### src/rtl/text_sequencer.sv
// rtl/text_sequencer.sv - character buffer that replays stored text as a stream of font columns
//
// Purpose: stores up to WORD_COUNT 6-bit character codes written in IDLE and,
// while play is high, emits every stored character as COLS_PER_CHAR columns
// (char_code/col_idx for a font ROM), followed by GAP_COLS blank columns per frame.
//
// Ports:
//   clk         in   rising-edge clock
//   rst_n       in   asynchronous active-low reset
//   wr_en       in   write strobe for wr_char (honoured only in IDLE)
//   wr_char     in   [6]=1 CLEAR command, else [5:0] is a character code
//   play        in   playback enable (level)
//   char_code   out  character code of the current column
//   col_idx     out  column within the character
//   col_valid   out  char_code/col_idx describe a real column
//   frame_start out  pulse on the first column of each frame
//   buf_count   out  number of stored characters
//   full        out  buf_count == WORD_COUNT
//   overflow    out  sticky: a write was dropped because the buffer was full
module text_sequencer #(
  parameter int WORD_COUNT    = 32,
  parameter int COLS_PER_CHAR = 8,
  parameter int GAP_COLS      = 16
) (
  input  logic       clk,
  input  logic       rst_n,
  input  logic       wr_en,
  input  logic [6:0] wr_char,
  input  logic       play,
  output logic [5:0] char_code,
  output logic [2:0] col_idx,
  output logic       col_valid,
  output logic       frame_start,
  output logic [5:0] buf_count,
  output logic       full,
  output logic       overflow
);

  localparam logic [1:0] IDLE = 2'd0;
  localparam logic [1:0] SCAN = 2'd1;
  localparam logic [1:0] GAP  = 2'd2;

  localparam int         PTR_W     = (WORD_COUNT > 1) ? $clog2(WORD_COUNT) : 1;
  localparam logic [5:0] COUNT_MAX = 6'(WORD_COUNT);
  localparam logic [2:0] LAST_COL  = 3'(COLS_PER_CHAR - 1);
  localparam logic [7:0] GAP_LAST  = 8'(GAP_COLS - 1);

  logic [1:0]       state;
  logic [PTR_W-1:0] rd_ptr;
  logic [7:0]       gap_cnt;
  logic [5:0]       mem [WORD_COUNT];

  logic             store;
  logic             last_slot;
  logic [PTR_W-1:0] next_ptr;

  // A character is stored only in IDLE, for a non-CLEAR code, with room left.
  assign store     = (state == IDLE) && wr_en && !wr_char[6] && !full;
  assign next_ptr  = rd_ptr + PTR_W'(1);
  assign last_slot = (6'(rd_ptr) == (buf_count - 6'd1));

  // Buffer contents are deliberately not reset; buf_count=0 hides stale data.
  always_ff @(posedge clk) begin
    if (store) begin
      mem[buf_count[PTR_W-1:0]] <= wr_char[5:0];
    end
  end

  always_ff @(posedge clk or negedge rst_n) begin
    if (!rst_n) begin
      state       <= IDLE;
      rd_ptr      <= '0;
      gap_cnt     <= '0;
      buf_count   <= '0;
      full        <= 1'b0;
      overflow    <= 1'b0;
      char_code   <= '0;
      col_idx     <= '0;
      col_valid   <= 1'b0;
      frame_start <= 1'b0;
    end else begin
      frame_start <= 1'b0;
      case (state)
        IDLE: begin
          char_code <= '0;
          col_idx   <= '0;
          col_valid <= 1'b0;
          // A write always wins over starting playback in the same cycle.
          if (wr_en) begin
            if (wr_char[6]) begin
              buf_count <= '0;
              full      <= 1'b0;
              overflow  <= 1'b0;
            end else if (!full) begin
              buf_count <= buf_count + 6'd1;
              full      <= ((buf_count + 6'd1) == COUNT_MAX);
            end else begin
              overflow  <= 1'b1;
            end
          end else if (play && (buf_count != 6'd0)) begin
            state       <= SCAN;
            rd_ptr      <= '0;
            char_code   <= mem[0];
            col_idx     <= '0;
            col_valid   <= 1'b1;
            frame_start <= 1'b1;
          end
        end

        SCAN: begin
          if (col_idx != LAST_COL) begin
            col_idx <= col_idx + 3'd1;
          end else if (!play) begin
            // play dropped: the current character is complete, skip the gap.
            state     <= IDLE;
            rd_ptr    <= '0;
            char_code <= '0;
            col_idx   <= '0;
            col_valid <= 1'b0;
          end else if (last_slot) begin
            state     <= GAP;
            rd_ptr    <= '0;
            gap_cnt   <= GAP_LAST;
            char_code <= '0;
            col_idx   <= '0;
            col_valid <= 1'b0;
          end else begin
            rd_ptr    <= next_ptr;
            char_code <= mem[next_ptr];
            col_idx   <= '0;
          end
        end

        GAP: begin
          // gap_cnt counts down from GAP_COLS-1, so GAP lasts GAP_COLS cycles.
          if (gap_cnt != 8'd0) begin
            gap_cnt <= gap_cnt - 8'd1;
          end else if (play) begin
            state       <= SCAN;
            rd_ptr      <= '0;
            char_code   <= mem[0];
            col_idx     <= '0;
            col_valid   <= 1'b1;
            frame_start <= 1'b1;
          end else begin
            state <= IDLE;
          end
        end

        default: begin
          state     <= IDLE;
          rd_ptr    <= '0;
          char_code <= '0;
          col_idx   <= '0;
          col_valid <= 1'b0;
        end
      endcase
    end
  end

endmodule
### config.mk
export PLATFORM = sky130hd
export DESIGN_NAME = text_sequencer
export DESIGN_NICKNAME = d
export VERILOG_FILES = /design/src/rtl/text_sequencer.sv
export SDC_FILE = /design/constraint.sdc
export NUM_CORES = 1
export LEC_CHECK = 0
export CAP_MARGIN = 20
export CORE_UTILIZATION = 60
export DETAILED_ROUTE_END_ITERATION = 7
export PLACE_DENSITY = 0.85
export SLEW_MARGIN = 5
export SYNTH_ARGS = -nofsm -noshare
export SYNTH_HDL_FRONTEND = slang
export SYNTH_SLANG_ARGS = --single-unit
### constraint.sdc
create_clock -name clk -period 6.5 [get_ports clk]
set_input_delay 0.975 -clock clk [delete_from_list [all_inputs] [get_ports clk]]
set_output_delay 0.975 -clock clk [all_outputs]
set_load 0.03 [all_outputs]
==> run_results.csv <==
group,metric,value,unit
run_status,outcome,"completed",
floorplan,die-area,16600,sq um
clock_tree,cts_tree,"built",
detailed_routing,num_vias,5614,
sta,rsz0062_at_grt,"no",
placed_design,place_area,10100,sq um
detailed_routing,drcViolationCount,0,
yosys,synth_area,9670,sq um
critical_path,path_buf_inv,1,
sta,hold_violations,0,
yosys,yosys_most_used_dff,"edfxtp_1",
critical_path,max_stage_delay,1.06,ns
worst_hold_path,min_path_type,"reg2reg",
yosys,synth_compound_area_frac,0.0688,
critical_path,critical_path_class,"reg2reg",
floorplan,rows,46,
sta,drv_slew,0,
layout,insertedDiodeCount,0,
sta,slew_headroom,0.256,
flow_run,maxCapViolations,0,
critical_path,start_kind,"register",
yosys,synth-edff-count,192,
yosys,synth-seq-cells,226,
yosys,synthSimpleGateAreaFrac,0.0611,
detailed_routing,first_iter_violations,761,
critical_path,critPathSlowestCell,"ha_1",
sta,finalCritPeriodShare,0.520,
critical_path,r2r-start,"rd_ptr[1]",
placed_design,io_buffers,29,
floorplan,initial_core_util,0.611,
layout,multi_input_area,2820,sq um
placed_design,gp_congestion,0.849,
sta,max_freq,0.296,GHz
yosys,muxShareOfSynthArea,0.134,
yosys,synth_cell_types,63,
clock_tree,cts_hold_buf,0,
layout,layout-drive-gt1-share,0.165,
clock_tree,clock_path_buffers,3,
critical_path,rrSetupSlack,3.12,ns
critical_path,crit_arrival,3.79,ns
clock_tree,h-tree-depth,1,
clock_tree,cts_made_buffers,23,
power,p_leak,3.64,nW
global_routing,track_usage,0.275,
critical_path,crit_required,6.91,ns
clock_tree,cts.sinks,226,
clock_tree,clk_latency,0.52,ns
detailed_routing,wire_per_inst,25.5,microns
yosys,seq_area_frac_synth,0.684,
placed_design,dp_hpwl,13900,microns
sta,fin_tns_setup,0,ns
critical_path,path_cells,"ha_1 > inv_2 > mux4_2 > and2_1 > a221o_1 > o31ai_2",
global_routing,overflow,0,
clock_tree,cts_setup_buffers,0,
yosys,synthCells,579,
layout,fillers,978,
layout,stdcell_area,10900,sq um
floorplan,io_pins,30,
power,irDropWorstVdd,0.000225,V
layout,syn_to_final_growth,12.9,%
detailed_routing,final_antenna_net_count,0,
floorplan,coreArea,15800,sq um
floorplan,die-width,129,microns
detailed_routing,finalWirelength,21600,microns
yosys,ys_warn_count,0,
critical_path,path_delay_family,"adder cells",
global_routing,grt_max_degree,62,
floorplan,die_y,129,microns
global_routing,antenna_found_initial,0,
yosys,syn_avg_cell_area,16.7,sq um
layout,nets,636,
critical_path,cp-startpoint,"rd_ptr[1]",
critical_path,end_kind,"register",
yosys,synth-adder-area-share,0.0129,
layout,ff_latch_area,6620,sq um
yosys,synth_xor_area_frac,0.0146,
power,power_density,393,nW/um^2
yosys,async_reset_ff_frac,0.150,
clock_tree,clk_pin_slew_worst_paths,0.06,ns
sta,setup_viol,0,
worst_hold_path,hp-start,"gap_cnt[6]",
detailed_routing,via_per_inst,6.62,
clock_tree,root_buffer,"clkbuf_16",
sta,fin_crit,3.38,ns
sta,tightest_slew,1.12,ns
global_routing,grt_pass1_wl,32900,microns
global_routing,first_global_vias,5519,
sta,finClkSkew,0.0189,ns
yosys,synth_top_family_by_area,"multiplexers",
detailed_routing,first_pass_iters,5,
critical_path,worstPathMaxFanout,25,
yosys,syn_nets,600,
clock_tree,cts_resized,0,
## metal layers
| metal | GRT usage | part of all wire | vias to the layer above |
|---|---|---|---|
| met5 | 0 | 0 | - |
| met4 | 0.107 | 0.035 | 0 |
| met3 | 0.0424 | 0.083 | 49 |
| met2 | 0.435 | 0.48 | 342 |
| met1 | 0.390 | 0.40 | 2865 |
| li1 | - | - | 2358 |
## final cells by class
type | count | share of cell area
Tap cell | 216 | 0.0247
Multi-Input combinational cell | 311 | 0.258
Timing Repair Buffer | 38 | 0.0373
Clock buffer | 28 | 0.0544
Clock inverter | 14 | 0.0144
Sequential cell | 226 | 0.606
Inverter | 15 | 0.00515
## stage by stage
step	setup slack, ns	power, W	std cells	hold slack [ns]	utilization
floorplan	3.91	0.00266	579	0.454	-
global placement	2.90	0.00293	800	0.472	0.637
detailed placement	2.76	0.00297	804	0.490	0.640
CTS	3.16	0.00427	846	0.516	0.688
global route	2.98	0.00445	848	0.531	0.690
finish	3.12	0.00429	848	0.521	0.690
## cell usage after synthesis (8+ instances only)
cell,n,share of area
dfrtp_1,34,0.088
nand2_1,34,0.013
edfxtp_1,192,0.60
a21oi_1,9,0.0047
nor2_1,42,0.016
nand3_1,14,0.0072
inv_1,14,0.0054
mux2i_1,27,0.028
o21ai_1,11,0.0057
mux4_2,45,0.10
a31oi_1,9,0.0058
buf_4,8,0.0062
ha_1,10,0.013
buf_2,9,0.0047
## power by group
group | internal (W) | total [W] | switching [W]
Combinational | 0.000578 | 0.00126 | 0.000680
Clock | 0.000775 | 0.00131 | 0.000538
Sequential | 0.00163 | 0.00172 | 0.0000924
Total | 0.00298 | 0.00429 | 0.00131
## path summary, 6_finish.rpt
kind                                      to  depth (start not counted)
worst max-delay path            char_code[5]                          6
worst min-delay path              gap_cnt[6]                          1
worst max register to register  char_code[5]                          6
worst min register to register    gap_cnt[6]                          1
max in group asynchronous          rd_ptr[0]                          2
min in group asynchronous        frame_start                          2
## cell usage in the layout (no fill, tap or decap), types with 3 or more instances in the layout
cell | synthesis | routed
a21oi_1 | 9 | 9
a221o_1 | 3 | 3
a222oi_1 | 3 | 3
a22o_1 | 7 | 7
a22oi_1 | 3 | 3
a311o_1 | 4 | 4
a31o_1 | 3 | 3
a31oi_1 | 9 | 9
and2_1 | 6 | 6
and3_1 | 5 | 5
buf_4 | 8 | 3
buf_8 | 0 | 4
bufinv_16 | 0 | 3
clkbuf_1 | 5 | 5
clkbuf_16 | 0 | 23
clkdlybuf4s50_1 | 0 | 28
clkinv_2 | 0 | 6
dfrtp_1 | 34 | 33
edfxtp_1 | 192 | 192
ha_1 | 10 | 10
inv_1 | 14 | 14
mux2i_1 | 27 | 27
mux4_2 | 45 | 45
nand2_1 | 34 | 34
nand2b_1 | 5 | 5
nand3_1 | 14 | 14
nor2_1 | 42 | 42
nor3_1 | 4 | 4
o21ai_0 | 7 | 7
o21ai_1 | 11 | 11
o31ai_1 | 3 | 3
o31ai_2 | 3 | 3
or3_1 | 3 | 3
xnor2_1 | 6 | 6
xor2_1 | 7 | 7
## kinds of logic after synthesis
| logic type | Yosys count |
|---|---|
| compound gates | 88 |
| xor+xnor | 14 |
| fa+ha+maj | 10 |
| buf+inv | 42 |
| flops | 226 |
| mux | 73 |
| simple gates | 126 |
## flip-flops by register name, indices dropped and copies added (netlist names)
| signal | cells |
|---|---|
| mem | 192 |
| gap_cnt | 8 |
| buf_count | 6 |
| char_code | 6 |
| rd_ptr | 5 |
| col_idx | 3 |
| state | 2 |
| col_valid | 1 |
| frame_start | 1 |
| full | 1 |
| overflow | 1 |
Note: power is estimated with default switching activity, not from simulation.
